===== src/rtl/dft_scan_responder_pkg.sv =====
// Shared types and constants for the DFT scan-read responder.
// State encoding, packed word width and a word-count helper.
package dft_scan_responder_pkg;

    localparam int WORD_W = 32;

    typedef enum logic [2:0] {
        S_IDLE   = 3'd0,
        S_ACK    = 3'd1,
        S_SHIFT  = 3'd2,
        S_DRAIN  = 3'd3,
        S_COMMIT = 3'd4
    } state_t;

    // Number of packed words needed to carry a chain of the given length.
    function automatic int ceil_div(input int num, input int den);
        return (num + den - 1) / den;
    endfunction

endpackage


===== src/rtl/simple_counter.sv =====
// Free-running up counter with synchronous clear and enable.
// Wraps to zero after reaching p_max.
module simple_counter #(
    parameter int                 p_width = 32,
    parameter logic [p_width-1:0] p_max   = '1
) (
    input  logic               clk,
    input  logic               reset,
    input  logic               clr,
    input  logic               cnten,
    output logic [p_width-1:0] count
);

    always_ff @(posedge clk) begin
        if (reset || clr) begin
            count <= '0;
        end else if (cnten) begin
            count <= (count == p_max) ? '0 : count + p_width'(1);
        end
    end

endmodule


===== src/rtl/dft_scan_responder.sv =====
// Responder side of the DFT scan-read handshake: circularly unloads one scan
// chain, packs the serial bits into words with a strobe, then commits.
module dft_scan_responder
    import dft_scan_responder_pkg::*;
#(
    parameter int p_chain_len  = 64,
    parameter int p_word_width = WORD_W
) (
    input  logic                    clk,
    input  logic                    reset,
    input  logic                    dft_val_op,
    output logic                    dft_op_ack,
    output logic                    dft_op_commit,
    input  logic                    dft_commit_ack,
    output logic                    dft_output_strobe,
    output logic [p_word_width-1:0] dft_output_data,
    output logic                    scan_en,
    output logic                    scan_in,
    input  logic                    scan_out,
    output state_t                  dbg_state
);

    localparam int          IDX_W    = $clog2(p_word_width);
    localparam logic [31:0] LAST_BIT = 32'(p_chain_len - 1);

    state_t                  state;
    logic [31:0]             bit_cnt;
    logic [IDX_W-1:0]        bit_idx;
    logic [p_word_width-1:0] asm_q;
    logic [p_word_width-1:0] cap_word;
    logic                    last_bit;
    logic                    word_done;
    logic                    cnt_clr;
    logic                    cnt_en;

    assign cnt_clr = (state == S_IDLE);
    assign cnt_en  = (state == S_SHIFT);

    simple_counter #(
        .p_width (32),
        .p_max   (LAST_BIT)
    ) u_bit_cnt (
        .clk   (clk),
        .reset (reset),
        .clr   (cnt_clr),
        .cnten (cnt_en),
        .count (bit_cnt)
    );

    assign bit_idx   = bit_cnt[IDX_W-1:0];
    assign last_bit  = (bit_cnt == LAST_BIT);
    assign word_done = (&bit_idx) || last_bit;

    always_comb begin
        cap_word          = asm_q;
        cap_word[bit_idx] = scan_out;
    end

    // Loopback keeps the chain contents intact after a full rotation.
    assign scan_in   = scan_en & scan_out;
    assign dbg_state = state;

    // Handshake: the initiator raises dft_val_op; dft_op_ack answers one cycle
    // later and stays up while dft_val_op is held; the falling edge of
    // dft_val_op starts the unload. dft_op_commit then stays up until
    // dft_commit_ack, and a new request is only accepted once that ack drops.
    always_ff @(posedge clk) begin
        if (reset) begin
            state             <= S_IDLE;
            dft_op_ack        <= 1'b0;
            dft_op_commit     <= 1'b0;
            dft_output_strobe <= 1'b0;
            dft_output_data   <= '0;
            scan_en           <= 1'b0;
            asm_q             <= '0;
        end else begin
            dft_output_strobe <= 1'b0;
            case (state)
                S_IDLE: begin
                    if (dft_val_op && !dft_commit_ack) begin
                        state      <= S_ACK;
                        dft_op_ack <= 1'b1;
                    end
                end
                S_ACK: begin
                    if (!dft_val_op) begin
                        state      <= S_SHIFT;
                        dft_op_ack <= 1'b0;
                        scan_en    <= 1'b1;
                        asm_q      <= '0;
                    end
                end
                S_SHIFT: begin
                    if (word_done) begin
                        dft_output_data   <= cap_word;
                        dft_output_strobe <= 1'b1;
                        asm_q             <= '0;
                    end else begin
                        asm_q <= cap_word;
                    end
                    if (last_bit) begin
                        state   <= S_DRAIN;
                        scan_en <= 1'b0;
                    end
                end
                S_DRAIN: begin
                    state         <= S_COMMIT;
                    dft_op_commit <= 1'b1;
                end
                S_COMMIT: begin
                    if (dft_commit_ack) begin
                        state         <= S_IDLE;
                        dft_op_commit <= 1'b0;
                    end
                end
                default: begin
                    state <= S_IDLE;
                end
            endcase
        end
    end

endmodule


===== config.mk =====
export PLATFORM = sky130hd
export DESIGN_NAME = dft_scan_responder
export DESIGN_NICKNAME = d
export VERILOG_FILES = /design/src/rtl/dft_scan_responder_pkg.sv /design/src/rtl/simple_counter.sv /design/src/rtl/dft_scan_responder.sv
export SDC_FILE = /design/constraint.sdc
export NUM_CORES = 1
export LEC_CHECK = 0
export CAP_MARGIN = 25
export CORE_ASPECT_RATIO = 0.75
export CORE_MARGIN = 1.5
export CORE_UTILIZATION = 40
export CTS_CLUSTER_DIAMETER = 200
export DETAILED_ROUTE_END_ITERATION = 10
export PLACE_DENSITY = 0.71
export SLEW_MARGIN = 30
export SYNTH_ARGS = -nofsm -noshare
export SYNTH_HDL_FRONTEND = slang
export SYNTH_SLANG_ARGS = --single-unit

===== constraint.sdc =====
create_clock -name clk -period 4.7 [get_ports clk]
set_input_delay 1.175 -clock clk [delete_from_list [all_inputs] [get_ports clk]]
set_output_delay 1.175 -clock clk [all_outputs]
set_load 0.1 [all_outputs]

# Yosys cells after proc, flatten, opt, wreduce, memory -nomap -nowiden
# Cells that the tools add are included.
totals:
  regBits: 103
  in_bits: 5
  out_inout_bits: 40
  wordCells: 60
op_classes:
  n_addsub: 1
  n_lt_le_gt_ge: 2
  n_eq_ne: 9
  mux: 21
  bitwise: 2
  reduce_logical: 17
op_table:
  columns: ["cell", "count"]
  rows:
  - ["32-bit 2-to-1 mux", 3]
  - ["32-bit one-hot mux with 2 select lines", 1]
  - ["32-bit by 1-bit adder with 32-bit output (second input constant)", 1]
  - ["32-bit bitwise mux", 1]
  - ["32-bit by 6-bit == test with 1-bit output (second input constant)", 1]
  - ["3-bit one-hot mux with 5 select lines", 1]
  - ["3-bit 2-to-1 mux", 4]
  - ["2-bit != test (second input constant)", 4]
  - ["1-bit 2-to-1 mux", 7]
  - ["3-bit by 2-bit == test with 1-bit output (second input constant)", 2]
  - ["5-bit by 6-bit < comparator with 1-bit output (second input constant)", 1]
  - ["1-bit one-hot mux with 2 select lines", 3]
  - ["2-bit AND reduction", 3]
  - ["3-bit AND reduction", 2]
  - ["2-bit nonzero test", 3]
  - ["1-bit demux with 5-bit select", 1]
  - ["5-bit by 1-bit >= comparator with 1-bit output (second input constant)", 1]
  - ["5-bit AND reduction", 1]
  - ["4-bit AND reduction", 1]
  - ["3-bit by 1-bit == test with 1-bit output (second input constant)", 1]
  - ["3-bit == test (second input constant)", 1]
  - ["3-bit logical NOT", 1]
  - ["1-bit logical AND", 2]
  - ["1-bit logical OR", 2]
  - ["other kinds (4)", 4]

# Depth between registers and ports, before layout
depth:
  word_depth: 7
  mapped_depth: 9
  mapped_depth_nobuf: 7

# Modules after synthesis
# Synthesis repeated with hierarchy kept, for this count alone.
hier_totals:
  hier_cells: 491
  area_unflattened_um2: 4678.2
by_module_without_submodules:
  columns: ["module", "instances", "cells_per_inst", "area_per_inst_um2", "seq_area_each_um2"]
  rows:
  - ["dft_scan_responder", 1, 315, 3176.8, 1401.3]
  - ["simple_counter", 1, 176, 1501.4, 640.6]

# Worst setup path after synthesis
# Ideal clock, no wire load.
synth_path:
  kind: "input to output"
  start: "input port scan_out"
  end: "output port scan_in"
  arrival_time_ns: 2.405
  required_time_ns: 3.525
  setup_slack_ns: 1.120
  cell_stages: 3
  n_path_buf: 2
  cell_sequence: "clkbuf_1 -> clkbuf_1 -> and2_1"
synth_via:
  elab_chain_len: 1
synth_rtl:
  columns: ["item", "line", "rtl"]
  rows:
  - ["from (decl)", "dft_scan_responder.sv:19", "input logic scan_out,"]
  - ["1-bit bitwise AND", "dft_scan_responder.sv:60", "assign scan_in = scan_en & scan_out;"]
  - ["to (decl)", "dft_scan_responder.sv:18", "output logic scan_in,"]
# Every way passes these cells.

# Worst setup path after layout
# Ends and elaborated chain as after synthesis.

==> flow_summary_export.csv <==
group,metric,value,unit
finish,drive_gt1_frac,0.0727,
global_routing,grt_antenna_before_repair,0,
run_status,status,"finished clean",
floorplan,start_util,0.413,
sta,fmax,283,MHz
critical_path,cp_slowest_stage_delay,460,ps
power_and_ir_drop,ir_drop,0.000158,V
clock_network,cts_resized,0,
finish,syn2layout_area_growth,18.0,%
sta,rsz0062_at_grt,"no",
synthesis,netlist_area,4540,um^2
detailed_routing,antenna_left,0,
power_and_ir_drop,p_leak,0.00174,uW
global_routing,first_global_vias,3525,
critical_path,crit_path_max_fanout,33,
synthesis,ys_seq_area_frac,0.454,
critical_path,worst_setup_path_start_kind,"input pin",
global_routing,grt_remaining_overflow,0,
critical_path,path_class,"in2out",
synthesis,ys.flop_type,"dfxtp_1",
synthesis,synth_edf_count,0,
clock_network,htreeDepth,3,
finish,fillers,1020,
clock_network,cts_tree,"done",
clock_network,clock-sinks,103,
critical_path,cp.arrival,2360,ps
sta,hold_viol,0,
critical_path,crit_slowest_cell,"clkdlybuf4s50_1",
detailed_routing,firstDrtPassIters,6,
finish,multi_input_area,2300,um^2
sta,maxSlewViolCount,0,
synthesis,synth.most_common_cell,"dfxtp_1",
sta,max_slew_margin,0.343,
place,io_buffer_count,44,
sta,fin_skew,7.01,ps
detailed_routing,wl_per_cell,15.2,um
floorplan,die_h,95.2,um
critical_path,path_cells,"clkdlybuf4s50_1, buf_4, and2_1, buf_12",
detailed_routing,via_count,3629,
finish,nets,529,
clock_network,clk_path_buf_depth,2,
hold_path,whs_path_depth,1,
floorplan,rows,33,
synthesis,synth_top_area_frac,0.454,
detailed_routing,drc,0,
clock_network,cts_setup_buffers,0,
sta,tightestPinTransition,983,ps
floorplan,die_w,126,um
place,place.gp.congestion,0.793,
sta,setup_viol,0,
finish,diodes,0,
detailed_routing,drt_iter0_drc,161,
detailed_routing,drt_wl_total,10100,um
synthesis,synth.net_count,502,
job,maxCapViolCount,0,
finish,seq_area,2060,um^2
clock_network,clock_latency,350,ps
synthesis,async_flop_share,0,
clock_network,cts_root_buf,"clkbuf_16",
global_routing,track_usage,0.179,
clock_network,cts_made_buffers,9,
synthesis,synth_common_cells,"103 x dfxtp_1, 56 x nor2_1, 39 x a21oi_1",
floorplan,ioPinCount,45,
critical_path,reg2reg_depth,8,
synthesis,ys_warn_count,0,
critical_path,end_kind,"output pin",
place,place_area,5070,um^2
power_and_ir_drop,powerDensity,314,nW/um^2
detailed_routing,avgViaCountPerCell,5.47,
synthesis,yosys.area.top_type,"dfxtp_1",
synthesis,synthTopCellsByArea,"dfxtp_1 45%, mux2i_1 7.1%, o2bb2ai_1 6.2%, a211oi_1 5.3%, nor2_1 4.6%",
sta,fin_crit_sh,0.753,
sta,tns,0,ps
critical_path,required,3520,ps
finish,design_area,5360,um^2
global_routing,grt_first_pass_wirelength,17200,um
clock_network,ctsHoldBuffers,0,
sta,layout_min_cycle_time,3540,ps
synthesis,synth-seq-cells,103,
global_routing,grt_max_degree,37,
floorplan,die_area,12000,um^2
clock_network,clk_pin_slew,70,ps
synthesis,ys_types,43,
place,place.detailed.hpwl,6730,um
floorplan,coreArea,11000,um^2
synthesis,synthCells,492,
synthesis,synth_area_per_cell,9.22,um^2
hold_path,hold_path_class,"reg2reg",
## kinds of logic (layout without fill, tap and decap cells)
| family | after synthesis | in the layout | synth area share |
|---|---|---|---|
| buffers and inverters | 42 | 73 | 0.0425 |
| AOI/OAI and AO/OA | 115 | 115 | 0.178 |
| xor gates and xnor gates | 29 | 29 | 0.0560 |
| muxes | 32 | 32 | 0.0706 |
| DFF | 103 | 103 | 0.454 |
| and+or+nand+nor | 166 | 166 | 0.185 |
| adders and majority gates | 5 | 5 | 0.0138 |
## path summary, 6_finish.rpt
check	from	end	slack, ps
setup / recovery	scan_out	scan_in	1160
hold / removal	asm_q[8]$_SDFFE_PP0P_	asm_q[8]$_SDFFE_PP0P_	460
setup reg to reg	u_bit_cnt.count[1]$_SDFFE_PP0P_	dft_output_data[12]$_SDFFE_PP0P_	2160
hold reg to reg	asm_q[8]$_SDFFE_PP0P_	asm_q[8]$_SDFFE_PP0P_	460
## routing by layer
metal / vias to the layer above / GRT usage / wire (um)
li1: 1833 / - / -
met2: 62 / 0.283 / 4190
met3: 8 / 0.0443 / 383
met4: 0 / 0.0556 / 108
met1: 1726 / 0.244 / 5390
met5: - / 0 / 0
## layout make-up
type | count | share of cell area
flip-flops and latches | 103 | 0.385
well taps | 140 | 0.0327
multi-input cells | 347 | 0.430
repair buffers | 52 | 0.0967
clock inverters | 6 | 0.00981
clock buffers | 9 | 0.0420
inverters | 6 | 0.00420
## flip-flops by register name (all words and copies together) (netlist names)
signal             count
dft_output_data       32
asm_q                 32
dft_output_strobe      1
u_bit_cnt.count       32
dft_op_commit          1
scan_en                1
dbg_state              3
dft_op_ack             1
## report_power, final
part	switching [uW]	internal [uW]
sequential	5.95	875
combinational	70.7	22.2
clock	341	366
## placed cells by master (no fill, tap or decap), types with 7 or more instances in the layout
cell type	n
a211oi_1	32
a21oi_1	39
clkbuf_16	9
clkdlybuf4s50_1	43
dfxtp_1	103
mux2i_1	32
nand2_1	30
nand3_1	19
nand4_1	8
nor2_1	54
nor3_1	12
nor4_1	7
o2bb2ai_1	32
xnor2_1	11
xor2_1	18
## stage by stage
step | util | hold WS, ps | std cells | setup WS (ps) | power [uW]
floorplan | - | 432 | 492 | 1120 | 971
global placement | 0.460 | 443 | 646 | 1180 | 992
detailed placement | 0.462 | 446 | 648 | 1170 | 995
CTS | 0.487 | 467 | 663 | 1160 | 1700
global route | 0.488 | 478 | 663 | 1110 | 1740
finish | 0.488 | 464 | 663 | 1160 | 1680
## worst max-delay path: cells and delay by family
| kind | cells | cell delay [ps] |
|---|---|---|
| AND/OR/NAND/NOR | 1 | 230 |
| buffers and inverters | 3 | 950 |
(Power assumes the default switching activity.)
